==> src/rtl/ysyx_22050710_arb_pkg.sv <==
// ysyx_22050710_arb_pkg
// Shared types for the IFU/LSU memory arbiter.
//   arb_state_e : arbiter FSM encoding (IDLE, REQ, RSP, TMO)
//   arb_owner_e : which requester owns the in-flight transaction
package ysyx_22050710_arb_pkg;

  typedef enum logic [1:0] {
    IDLE = 2'd0,
    REQ  = 2'd1,
    RSP  = 2'd2,
    TMO  = 2'd3
  } arb_state_e;

  typedef enum logic {
    OWN_IF = 1'b0,
    OWN_LS = 1'b1
  } arb_owner_e;

endpackage

==> src/rtl/ysyx_22050710_arb_pick.sv <==
// ysyx_22050710_arb_pick
// Combinational grant selection between IFU and LSU.
//   i_if_valid / i_ls_valid : raw request valids
//   i_last_grant            : previous winner (YSYX_22050710_ARB_RR_EN only)
//   o_grant_if / o_grant_ls : one-hot grant (both 0 when nobody asks)
// Macro YSYX_22050710_ARB_RR_EN selects round-robin on conflict; without it
// the LSU always wins a conflict.
module ysyx_22050710_arb_pick
  import ysyx_22050710_arb_pkg::*;
(
  input  logic       i_if_valid,
  input  logic       i_ls_valid,
`ifdef YSYX_22050710_ARB_RR_EN
  input  arb_owner_e i_last_grant,
`endif
  output logic       o_grant_if,
  output logic       o_grant_ls
);

  always_comb begin
    o_grant_if = 1'b0;
    o_grant_ls = 1'b0;
    if (i_if_valid && i_ls_valid) begin
`ifdef YSYX_22050710_ARB_RR_EN
      // Hand the conflict to whoever did not win last time.
      if (i_last_grant == OWN_IF) o_grant_ls = 1'b1;
      else                        o_grant_if = 1'b1;
`else
      // LSU first: it belongs to the older instruction.
      o_grant_ls = 1'b1;
`endif
    end else begin
      o_grant_if = i_if_valid;
      o_grant_ls = i_ls_valid;
    end
  end

endmodule

==> src/rtl/ysyx_22050710_mem_arbiter.sv <==
// ysyx_22050710_mem_arbiter
// Shares one memory port between IFU and LSU, one transaction in flight.
//   i_clk, i_rst            : clock, synchronous active-high reset
//   i_if_* / o_if_*         : IFU request (addr) and response (rdata)
//   i_ls_* / o_ls_*         : LSU request (addr/wen/wdata/wmask) and response
//   o_mem_* / i_mem_*       : memory request (latched fields) and response
//   o_busy                  : FSM not in IDLE
//   o_timeout               : sticky watchdog error
// Optional macro YSYX_22050710_ARB_RR_EN: round-robin on conflicting requests.
// Watchdog: the counter value after the Nth cycle spent in REQ/RSP is N; when
// it reaches TIMEOUT_CYCLES without a response handshake the FSM moves to TMO
// and answers the owner with rdata=0. TIMEOUT_CYCLES=0 disables it.
module ysyx_22050710_mem_arbiter
  import ysyx_22050710_arb_pkg::*;
#(
  parameter int unsigned ADDR_W         = 64,
  parameter int unsigned DATA_W         = 64,
  parameter int unsigned TIMEOUT_CYCLES = 255
) (
  input  logic                i_clk,
  input  logic                i_rst,
  input  logic                i_if_req_valid,
  output logic                o_if_req_ready,
  input  logic [ADDR_W-1:0]   i_if_addr,
  output logic                o_if_rsp_valid,
  output logic [DATA_W-1:0]   o_if_rdata,
  input  logic                i_if_rsp_ready,
  input  logic                i_ls_req_valid,
  output logic                o_ls_req_ready,
  input  logic [ADDR_W-1:0]   i_ls_addr,
  input  logic                i_ls_wen,
  input  logic [DATA_W-1:0]   i_ls_wdata,
  input  logic [DATA_W/8-1:0] i_ls_wmask,
  output logic                o_ls_rsp_valid,
  output logic [DATA_W-1:0]   o_ls_rdata,
  input  logic                i_ls_rsp_ready,
  output logic                o_mem_req_valid,
  input  logic                i_mem_req_ready,
  output logic [ADDR_W-1:0]   o_mem_addr,
  output logic                o_mem_wen,
  output logic [DATA_W-1:0]   o_mem_wdata,
  output logic [DATA_W/8-1:0] o_mem_wmask,
  input  logic                i_mem_rsp_valid,
  input  logic [DATA_W-1:0]   i_mem_rdata,
  output logic                o_mem_rsp_ready,
  output logic                o_busy,
  output logic                o_timeout
);

  localparam int unsigned CNT_W = (TIMEOUT_CYCLES > 1) ? $clog2(TIMEOUT_CYCLES + 1) : 1;

  arb_state_e          r_state;
  arb_owner_e          r_owner;
  logic [ADDR_W-1:0]   r_addr;
  logic                r_wen;
  logic [DATA_W-1:0]   r_wdata;
  logic [DATA_W/8-1:0] r_wmask;
  logic [CNT_W-1:0]    r_cnt;
  logic                r_timeout;
`ifdef YSYX_22050710_ARB_RR_EN
  arb_owner_e          r_last;
`endif

  logic              w_pick_if, w_pick_ls;
  logic              w_idle, w_gnt_if, w_gnt_ls;
  logic              w_own_rsp_ready, w_own_rsp_valid, w_rsp_hs;
  logic [DATA_W-1:0] w_rdata;
  logic [CNT_W-1:0]  w_cnt_nxt;
  logic              w_tmo_hit;

  ysyx_22050710_arb_pick u_pick (
    .i_if_valid   (i_if_req_valid),
    .i_ls_valid   (i_ls_req_valid),
`ifdef YSYX_22050710_ARB_RR_EN
    .i_last_grant (r_last),
`endif
    .o_grant_if   (w_pick_if),
    .o_grant_ls   (w_pick_ls)
  );

  assign w_idle   = (r_state == IDLE);
  assign w_gnt_if = w_idle & w_pick_if;
  assign w_gnt_ls = w_idle & w_pick_ls;

  assign w_own_rsp_ready = (r_owner == OWN_LS) ? i_ls_rsp_ready : i_if_rsp_ready;
  // TMO fabricates a response; RSP passes memory straight through.
  assign w_own_rsp_valid = ((r_state == RSP) & i_mem_rsp_valid) | (r_state == TMO);
  assign w_rdata         = (r_state == RSP) ? i_mem_rdata : '0;
  assign w_rsp_hs        = (r_state == RSP) & i_mem_rsp_valid & w_own_rsp_ready;

  assign w_cnt_nxt = r_cnt + CNT_W'(1);
  assign w_tmo_hit = (TIMEOUT_CYCLES != 0) && (w_cnt_nxt == CNT_W'(TIMEOUT_CYCLES));

  always_ff @(posedge i_clk) begin
    if (i_rst) begin
      r_state   <= IDLE;
      r_owner   <= OWN_IF;
      r_addr    <= '0;
      r_wen     <= 1'b0;
      r_wdata   <= '0;
      r_wmask   <= '0;
      r_cnt     <= '0;
      r_timeout <= 1'b0;
`ifdef YSYX_22050710_ARB_RR_EN
      r_last    <= OWN_LS;
`endif
    end else begin
      case (r_state)
        IDLE: begin
          if (w_gnt_if || w_gnt_ls) begin
            r_state <= REQ;
            r_cnt   <= '0;
            if (w_gnt_ls) begin
              r_owner <= OWN_LS;
              r_addr  <= i_ls_addr;
              r_wen   <= i_ls_wen;
              r_wdata <= i_ls_wdata;
              r_wmask <= i_ls_wmask;
            end else begin
              r_owner <= OWN_IF;
              r_addr  <= i_if_addr;
              r_wen   <= 1'b0;
              r_wdata <= '0;
              r_wmask <= '0;
            end
`ifdef YSYX_22050710_ARB_RR_EN
            r_last <= w_gnt_ls ? OWN_LS : OWN_IF;
`endif
          end
        end
        REQ: begin
          r_cnt <= w_cnt_nxt;
          if (w_tmo_hit) begin
            r_state   <= TMO;
            r_timeout <= 1'b1;
          end else if (i_mem_req_ready) begin
            r_state <= RSP;
          end
        end
        RSP: begin
          r_cnt <= w_cnt_nxt;
          // A response handshake in the timeout cycle still completes normally.
          if (w_rsp_hs) begin
            r_state <= IDLE;
          end else if (w_tmo_hit) begin
            r_state   <= TMO;
            r_timeout <= 1'b1;
          end
        end
        TMO: begin
          if (w_own_rsp_ready) r_state <= IDLE;
        end
        default: r_state <= IDLE;
      endcase
    end
  end

  assign o_if_req_ready  = w_gnt_if;
  assign o_ls_req_ready  = w_gnt_ls;
  assign o_mem_req_valid = (r_state == REQ);
  assign o_mem_addr      = r_addr;
  assign o_mem_wen       = r_wen;
  assign o_mem_wdata     = r_wdata;
  assign o_mem_wmask     = r_wmask;
  assign o_mem_rsp_ready = (r_state == RSP) & w_own_rsp_ready;
  assign o_if_rsp_valid  = (r_owner == OWN_IF) & w_own_rsp_valid;
  assign o_ls_rsp_valid  = (r_owner == OWN_LS) & w_own_rsp_valid;
  assign o_if_rdata      = (r_owner == OWN_IF) ? w_rdata : '0;
  assign o_ls_rdata      = (r_owner == OWN_LS) ? w_rdata : '0;
  assign o_busy          = ~w_idle;
  assign o_timeout       = r_timeout;

endmodule
==> config.mk <==
export PLATFORM = sky130hd
export DESIGN_NAME = ysyx_22050710_mem_arbiter
export DESIGN_NICKNAME = d
export VERILOG_FILES = /design/src/rtl/ysyx_22050710_arb_pkg.sv /design/src/rtl/ysyx_22050710_arb_pick.sv /design/src/rtl/ysyx_22050710_mem_arbiter.sv
export SDC_FILE = /design/constraint.sdc
export NUM_CORES = 1
export LEC_CHECK = 0
export BUFFER_PORTS_ARGS = -buffer_cell sky130_fd_sc_hd__buf_2
export CAP_MARGIN = 10
export CORE_AREA = 2 2 212 214
export CTS_BUF_LIST = sky130_fd_sc_hd__clkbuf_2 sky130_fd_sc_hd__clkbuf_4 sky130_fd_sc_hd__clkbuf_8
export DETAILED_ROUTE_END_ITERATION = 10
export DIE_AREA = 0 0 214 216
export GPL_TIMING_DRIVEN = 0
export HOLD_SLACK_MARGIN = 0.1
export SYNTH_ARGS = -nofsm -noshare
export SYNTH_HDL_FRONTEND = slang
export SYNTH_HIERARCHICAL = 1
export SYNTH_SLANG_ARGS = --single-unit
export TNS_END_PERCENT = 20
==> constraint.sdc <==
create_clock -name i_clk -period 2.6 [get_ports i_clk]
set_input_delay 0.13 -clock i_clk [delete_from_list [all_inputs] [get_ports i_clk]]
set_output_delay 0.13 -clock i_clk [all_outputs]
set_load 0.1 [all_outputs]
# Word-level counts from Yosys, hierarchy flattened
# Cells that the tools add are included.
# word_totals
inputBits	273
register_bits	149
word_cells	61
out_inout_bits	273
# op_classes
eq_ne	9
reduce_logical	10
addsub	1
bitwise	10
n_mux	23
# ops
cell	count
$mux 64	5
$mux 8	2
$pmux 8 s2	1
$mux 2	6
$add 8x1->8 const B	1
$eq 8x8->1 const B	1
$pmux 2 s4	1
$and 1x1->1	7
$mux 1	7
$reduce_and 2->1	3
$eq 2x2->1 const B	2
$ne 2x2->1 const B	2
$reduce_and 4->1	1
$reduce_bool 2->1	2
$ne 3x1->1 const B	1
$ne 3x3->1 const B	1
$eq 2x1->1 const B	1
$logic_not 2->1	1
$ne 2x1->1 const B	1
$not 1->1	2
$pmux 1 s2	1
$reduce_or 2->1	1
$logic_and 1x1->1	1
$logic_or 1x1->1	1
$or 1x1->1	1

# Depth between registers and ports, before layout
# Gate-level depths: netlist (run 1).
# depth
ltp_word	6
depth_mapped	8
depth_no_buf	7

# Cells and area by module
# Netlist (run 1), hierarchy kept.
# by_module_without_submodules
module	cells_each	instances	area_each_um2	seq_area_each_um2
ysyx_22050710_mem_arbiter	857	1	6805.3	2982.9
ysyx_22050710_arb_pick	2	1	10.0	0.0

# Least setup slack after synthesis (run 1)
# No wires, ideal clock.
# synth_path
kind	flip-flop to output port
startpoint	register r_state[0]
endpoint	output port o_ls_rsp_valid
arrival_time_ns	2.364
required_time_ns	2.470
setup_slack_ns	0.106
path_buffers	1
stages_incl_launch_ff	6
cell_sequence	dfxtp_1 inv_1 ha_1 clkbuf_1 a21oi_1 nor2b_1
# synth_between
elab_chain_len	4
word_cells_on_any_way	5
cone_classes	eq/ne: 2; bitwise: 3
# synth_lines
element	line	rtl
start, declared	ysyx_22050710_mem_arbiter.sv:52	arb_state_e r_state;
start signal, assigned	ysyx_22050710_mem_arbiter.sv:96	r_state <= IDLE;
start signal, assigned	ysyx_22050710_mem_arbiter.sv:111	r_state <= REQ;
start signal, assigned	ysyx_22050710_mem_arbiter.sv:134	r_state <= TMO;
$eq 2x2->1	ysyx_22050710_mem_arbiter.sv:87	assign w_own_rsp_valid = ((r_state == RSP) & i_mem_rsp_valid) | (r_state == TMO);
$and 1x1->1	ysyx_22050710_mem_arbiter.sv:87	
$or 1x1->1 (*)	ysyx_22050710_mem_arbiter.sv:87	
$and 1x1->1 (*)	ysyx_22050710_mem_arbiter.sv:167	assign o_ls_rsp_valid = (r_owner == OWN_LS) & w_own_rsp_valid;
end, declared	ysyx_22050710_mem_arbiter.sv:34	output logic o_ls_rsp_valid,
# Mark *: on every way between the ends. The rest lies on a longest branch, timed or not.

# Final worst setup path (run 1)
# layout_path
startpoint	register r_state[0]
endpoint	output port o_if_rdata[8]
# layout_between
elab_chain_len	3
# layout_lines
element	line	rtl
$eq 2x2->1	ysyx_22050710_mem_arbiter.sv:88	assign w_rdata = (r_state == RSP) ? i_mem_rdata : '0;
$mux 64	ysyx_22050710_mem_arbiter.sv:88	
$mux 64	ysyx_22050710_mem_arbiter.sv:168	assign o_if_rdata = (r_owner == OWN_IF) ? w_rdata : '0;
end, declared	ysyx_22050710_mem_arbiter.sv:26	output logic [DATA_W-1:0] o_if_rdata,
# No other way between the ends.

==> impl_results.md, run 1 <==
* Post-synth cell types at 37
* Die footprint at 0.0462 mm^2
* Core area at 0.0438 mm^2
* Total GRT Usage at 17.9%
* Crit end category: primary output
* TritonCTS buffer count at 17
* Per-cell routed wire length at 19.0 um
* H-Tree Depth at 4
* Residual DRC at 0
* Final setup vio count at 0
* Switching Fraction at 61.7%
* DP Cell Count at 1,996
* Fin util at 29.9%
* Area leader, netlist: dfxtp_1
* Worst Clk Skew at 0.0100 ns
* FP Rows at 77
* Routability cong. at 0.970
* Number of diodes at 0
* Syn avg cell area at 7.93 um^2
* Pin count of the biggest net entering global routing at 17
* DRT iter0 DRCs at 477
* Post CTS Setup Buffer Count at 0
* Syn_nets at 1,139
* Sequential area share after synthesis at 43.8%
* CP Max Fanout at 10
* FFs w/ async S/R, synth at 0%
* Leak pwr at 6.54 nW
* Vias per Instance at 4.33
* Worst-path clk slew at 0.08 ns
* TritonCTS clock tree: yes
* Die Ht at 216 um
* Crit. Startpoint: r_state[0]$_SDFFE_PP0P_
* Fin nets at 1,904
* Slowest library cell on the worst path: dfxtp_1
* Status: complete, no violations
* PD cells at 1090 mW/mm^2
* Final WL at 42.4 mm
* Detail Route Antenna Nets at 0
* Worst Max-Slew Pin Slew at 0.936 ns
* Layout Cells excl Fill at 2,227
* Vias in the first global route at 10,200
* Min Tclk post-route at 2.43 ns
* Normalized max-slew margin at 37.6%
* Req. time, crit path at 2.47 ns
* Root Driver: clkbuf_8
* Most used flip-flop cell after synthesis: dfxtp_1
* Cell count after synthesis at 859
* Tot Pwr at 14.3 mW
* Max VDD drop at 0.590 mV
* Syn-to-layout area delta at 92.6%
* Initial antenna violation count at 0
* Fraction of layout cells with a size suffix above 1 at 37.7%
* Max cap viols at 0
* Fin crit share at 93.4%
* PortBufs at 544
* Setup TNS at 0 ns
* Number of synthesis warnings at 6
* Crit path DAT at 2.30 ns
* Critical path type: reg -> out
* Top post-synthesis cells by area: dfxtp_1 44%, a22oi_1 8.4%, nor2_1 8.2%
* First drt pass iteration count at 5
* Via count at 9,647
* Number of synthesized register bits at 149
* Mapped Area at 0.00682 mm^2
* Critical Path Source Type: flop
* Gr ovfl total at 0
* Initial Util at 15.5%
* Share of total power in the clock network at 12.2%
* CP peak stage delay at 0.37 ns
* Max-slew violation count at 0
* Max Root-Sink Buffers at 2
* Hold_sp: i_mem_rsp_valid
* Crit-path cells: inv_2 > ha_4 > nor2b_1 > clkbuf_2 > clkbuf_4 > and2_1 > buf_6
* Post-synth top area share at 43.8%
* Net load switching power at 8.82 mW
* Clk_lat worst skew at 0.50 ns
* R2R Setup Slk at 0.22 ns
* First-pass GRT wire length at 61.6 mm
* Achievable Freq at 412 MHz
* Gate power share at 65.7%
* Sink Count at 149
* Top Ports at 546
* Hpwl dp at 32.8 mm
* RSZ-0062 raised after global routing: false
* Hold Crit Class: in -> reg
* R2r startpoint: r_state[1]$_SDFFE_PP0P_
* Fin. Hold Viols at 0
* Number of synthesized flops with an enable pin at 0
* Sequential power share at 22.2%
* Horizontal die dimension at 214 um
* Internal power at 5.47 mW
[synthesized netlist by cell type (all sizes together), types with 4 or more instances]
library cell	n
nor2b	5
dfxtp	149
ha	7
nand2	138
clkbuf	62
nor3	4
and2	65
nor2	148
a22oi	76
a21oi	12
o21ai	8
nand3	5
and3	65
inv	10
buf	20
a311oi	63
[worst paths after layout]
path | to | cells after the start
setup / recovery | o_if_rdata[8] | 7
hold / removal | o_timeout$_SDFFE_PP0P_ | 6
setup reg to reg | o_mem_addr[53]$_SDFFE_PP0P_ | 7
hold reg to reg | o_timeout$_SDFFE_PP0P_ | 2
[critical path, delay by kind of cell, from the launching register on]
kind / cells / cell delay, ns
buffers and inverters: 4 / 0.86
flip-flops: 1 / 0.37
AND/OR/NAND/NOR: 2 / 0.34
adder cells (fa/ha/maj): 1 / 0.20
[cell type report]
class	instances	area (um^2)
clock buffers	21	277
flip-flops and latches	149	2980
repair buffers	747	5150
inverters	10	37.5
well taps	592	741
fillers	4652	30700
clock inverters	9	81.3
plain buffers	81	355
multi-input cells	618	3500
[cell families (layout without fill, tap and decap cells)]
kind of cell             Yosys count  after routing  share of synthesized area [%]
AND/OR/NAND/NOR                  439            439                           29.9
AO/OA/AOI/OAI                    170            170                           19.4
flip-flops                       149            149                           43.8
buffers and inverters             92            868                           5.32
adder cells (fa/ha/maj)            7              7                           1.29
multiplexers                       2              2                          0.312
[layer usage]
metal,wire length [um],up-vias,global-route usage [%]
met4,2460,0,11.5
met2,21600,535,33.1
met3,2840,102,4.88
li1,-,4510,-
met1,15400,4500,17.6
met5,0,-,0
[registers in the layout (all words and copies together) (netlist names)]
register     flops
o_mem_addr      64
o_mem_wdata     64
o_mem_wen        1
o_mem_wmask      8
o_timeout        1
r_cnt            8
r_owner          1
r_state          2
[what timing repair did]
action,in CTS,in global routing
setup endpoints to repair,197,114
endpoints found under the hold margin,139,0
resized for setup,157,13
hold buffers,202,0
[power groups by stage]
stage	clock network [mW]	logic, mW	registers (mW)
6_report	1.74	9.38	3.17
5_1_grt	1.88	9.81	3.23
4_1_cts	1.79	9.37	3.16
3_5_place_dp	0	8.94	3.19
3_3_place_gp	0	8.89	3.17
2_1_floorplan	0	3.30	6.87
[through the flow]
stage               hold slack (ns)  worst slack, ns  instance area (um^2)
finish                        0.192            0.173                 13100
floorplan                     0.290            0.106                  6820
global placement              0.377           -0.468                 10300
detailed placement            0.389           -0.286                 10300
global route                  0.213          0.00581                 13100
CTS                           0.152          -0.0421                 13100
[cell usage in the layout, fill, tap and decap left out, types with 44 or more instances in the layout]
cell type,n
nand2_1,137
and3_1,64
buf_6,44
clkbuf_1,47
and2_1,64
dfxtp_1,149
nor2_1,147
buf_4,50
buf_2,465
a311oi_1,63
a22oi_1,76
dlygate4sd3_1,202
(Power assumes the default switching activity.)
==> run 2: changes to the inputs <==
- RECOVER_POWER: default -> 25
- SKIP_CTS_REPAIR_TIMING: default -> 1
- SYNTH_HIERARCHICAL: 1 -> default
==> impl_results.md, run 2 <==
* Status: finished with violations
* Failing checks: setup timing
* Hold_sp: i_mem_rsp_valid
* Area leader, netlist: dfxtp_1
* RSZ-0062 raised after global routing: true
* R2R Setup Slk at 0.22 ns (about the same)
* Tot Pwr at 15.8 mW (+10%)
* H-Tree Depth at 4 (unchanged)
* Most used flip-flop cell after synthesis: dfxtp_1
* Crit-path cells: inv_1 > ha_1 > buf_6 > nand2_2 > inv_2 > buf_2 > clkbuf_4
* DRT iter0 DRCs at 623 (+31%)
* Max cap viols at 0 (unchanged)
* Sink Count at 149 (unchanged)
* Vias per Instance at 4.30 (-0.84%)
* Highest-count cells in the layout ignoring fill and taps: 383 x buf_2, 203 x dlygate4sd3_1, 152 x nor2_1
* Initial Util at 15.5% (about the same)
* Post-synth top cells: 153 x nor2_1, 149 x dfxtp_1, 132 x nand2_1
* Post-synth top area share at 43.8% (about the same)
* Clk_lat worst skew at 0.53 ns (+0.03 ns)
* Most common cell after layout, fill and taps aside: buf_2
* Min Tclk post-route at 2.75 ns (+0.324 ns)
* Slowest library cell on the worst path: dfxtp_1
* R2r startpoint: r_state[1]$_SDFFE_PP0P_
* Fraction of layout cells with a size suffix above 1 at 32.8% (-5.0 points)
* PortBufs at 543 (-0.18%)
* Crit end category: primary output
* Per-cell routed wire length at 17.5 um (-7.8%)
* Post-synth cell types at 44 (+19%)
* Die footprint at 0.0462 mm^2 (unchanged)
* Vias in the first global route at 8,630 (-15%)
* FF-to-FF path depth at 8 (+1)
* First drt pass iteration count at 4 (-1)
* Fin crit share at 106% (+12 points)
* Worst Max-Slew Pin Slew at 1.27 ns (+0.338 ns)
* Sequential area share after synthesis at 43.8% (about the same)
* Crit path DAT at 2.62 ns (+0.32 ns)
* Worst Hold End: r_state[1]$_SDFFE_PP0P_
* Detail Route Antenna Nets at 0 (unchanged)
* Final setup vio count at 1 (+1)
* First-pass GRT wire length at 52.4 mm (-15%)
* Critical path type: reg -> out
* Mapped Area at 0.00681 mm^2 (about the same)
* Root Driver: clkbuf_8
* Final WL at 39.1 mm (-7.6%)
* Initial antenna violation count at 5 (+5)
* Leak pwr at 6.17 nW (-5.7%)
* Fin nets at 1,902 (-0.11%)
* Normalized max-slew margin at 15.4% (-22 points)
* Gr ovfl total at 0 (unchanged)
* TritonCTS clock tree: yes
* Filler Cells Inserted at 4,696 (+0.95%)
* FFs w/ async S/R, synth at 0% (unchanged)
* Total GRT Usage at 15.0% (-2.8 points)
* Horizontal die dimension at 214 um (unchanged)
* Worst Clk Skew at 0.0137 ns (+0.00373 ns)
* TritonCTS buffer count at 17 (unchanged)
* FP Rows at 77 (unchanged)
* Top Ports at 546 (unchanged)
* Max Root-Sink Buffers at 2 (unchanged)
* Critical Path Source Type: flop
* Number of synthesized register bits at 149 (unchanged)
* Core area at 0.0438 mm^2 (unchanged)
* Cell count after synthesis at 855 (-0.47%)
* Final worst slack at -0.151 ns (-0.324 ns)
* R2r endpoint: o_mem_addr[5]$_SDFFE_PP0P_
* Hold Crit Class: in -> reg
* Max VDD drop at 0.810 mV (+37%)
* Achievable Freq at 363 MHz (-12%)
* Fin. Hold Viols at 0 (unchanged)
* Syn avg cell area at 7.97 um^2 (+0.45%)
* Syn_nets at 1,134 (-0.44%)
* Req. time, crit path at 2.47 ns (about the same)
* Number of synthesized flops with an enable pin at 0 (unchanged)
* CP Max Fanout at 10 (unchanged)
* Number of synthesis warnings at 0 (-6)
* Routability cong. at 0.991 (+2.1%)
* Via count at 9,587 (-0.62%)
* Pin count of the biggest net entering global routing at 17 (unchanged)
* Worst-path clk slew at 0.10 ns (+0.02 ns)
* CP peak stage delay at 0.37 ns (about the same)
* Die Ht at 216 um (unchanged)
* Top post-synthesis cells by area: dfxtp_1 44%, nor2_1 8.4%, a22oi_1 8.3%
* Max-slew violation count at 0 (unchanged)
* Setup TNS at -0.151 ns (-0.151 ns)
* PD cells at 1220 mW/mm^2 (+12%)
* Count leader, synth: nor2_1
* Hold Path Depth at 5 (-1)
* Residual DRC at 0 (unchanged)
* Hpwl dp at 28.3 mm (-14%)
* Syn-to-layout area delta at 90.3%
[run 2: cell types whose count changed in the layout (fill, tap and decap cells not counted), moves of 4 or more]
cell,change
nor2_1,+5
buf_4,-30
buf_2,-82
nand2_1,-5
clkbuf_1,+85
clkbuf_4,+70
buf_6,-39
diode_2,+4
[run 2: worst max-delay path by stage]
stage | slack [ns] | end | depth (start not counted) | startpoint
2_1_floorplan | 0.17 | o_ls_rsp_valid | 5 | r_state[0]$_SDFFE_PP0P_
3_3_place_gp | -0.18 | o_mem_addr[0]$_SDFFE_PP0P_ | 7 | r_state[0]$_SDFFE_PP0P_
3_5_place_dp | -0.26 | o_mem_addr[0]$_SDFFE_PP0P_ | 7 | r_state[0]$_SDFFE_PP0P_
4_1_cts | -0.54 | o_if_rdata[53] | 7 | r_state[0]$_SDFFE_PP0P_
5_1_grt | -0.35 | o_ls_req_ready | 7 | r_state[1]$_SDFFE_PP0P_
6_report | -0.15 | o_ls_req_ready | 7 | r_state[1]$_SDFFE_PP0P_
[run 2: routing by layer]
metal / GRT usage, % / up-vias / routed length, um
met1: 16.5 / 4447 / 15200
met4: 8.00 / 0 / 2150
met5: 0 / - / 0
li1: - / 4508 / -
met2: 25.8 / 526 / 19000
met3: 4.90 / 106 / 2770
[run 2: worst max-delay path, delay by kind of cell, from the launching register on]
kind / cells / cell delay [ns]
adders and majority gates: 1 / 0.17
buffers and inverters: 5 / 1.26
DFF: 1 / 0.37
and+or+nand+nor: 1 / 0.24
[run 2: cell families after synthesis]
logic type      synth area share (%)
simple gates                    29.7
mux                            0.294
fa+ha+maj                       1.10
buf+inv                         5.78
compound gates                  19.2
flops                           43.8
xor+xnor                       0.129
[run 2: per-stage QoR]
step	worst slack, ns	std cells	util (%)	hold WS [ns]	instance area [um^2]
5_1_grt	-0.350	2232	29.6	0.209	13000
2_1_floorplan	0.172	855	-	0.289	6810
6_report	-0.151	2232	29.6	0.170	13000
3_3_place_gp	-0.177	1990	23.4	0.376	10300
3_5_place_dp	-0.264	1990	23.4	0.386	10300
4_1_cts	-0.543	2022	24.5	-0.235	10700
[run 2: area by class of cell]
class / count / area (um^2) / area share, %
Antenna cell: 4 / 10.0 / 0.0772
Buffer: 81 / 364 / 2.81
Clock inverter: 13 / 195 / 1.51
Timing Repair Buffer: 749 / 4920 / 38.0
Clock buffer: 19 / 262 / 2.02
Multi-Input combinational cell: 613 / 3440 / 26.6
Sequential cell: 149 / 2980 / 23.0
Inverter: 12 / 45.0 / 0.347
Tap cell: 592 / 741 / 5.71
[run 2: report_power, final]
part	total, mW	internal (mW)	switching (mW)	leakage (nW)
sequential	3.26	2.89	0.369	1.23
clock	2.18	1.11	1.07	0.231
combinational	10.3	1.88	8.47	4.71
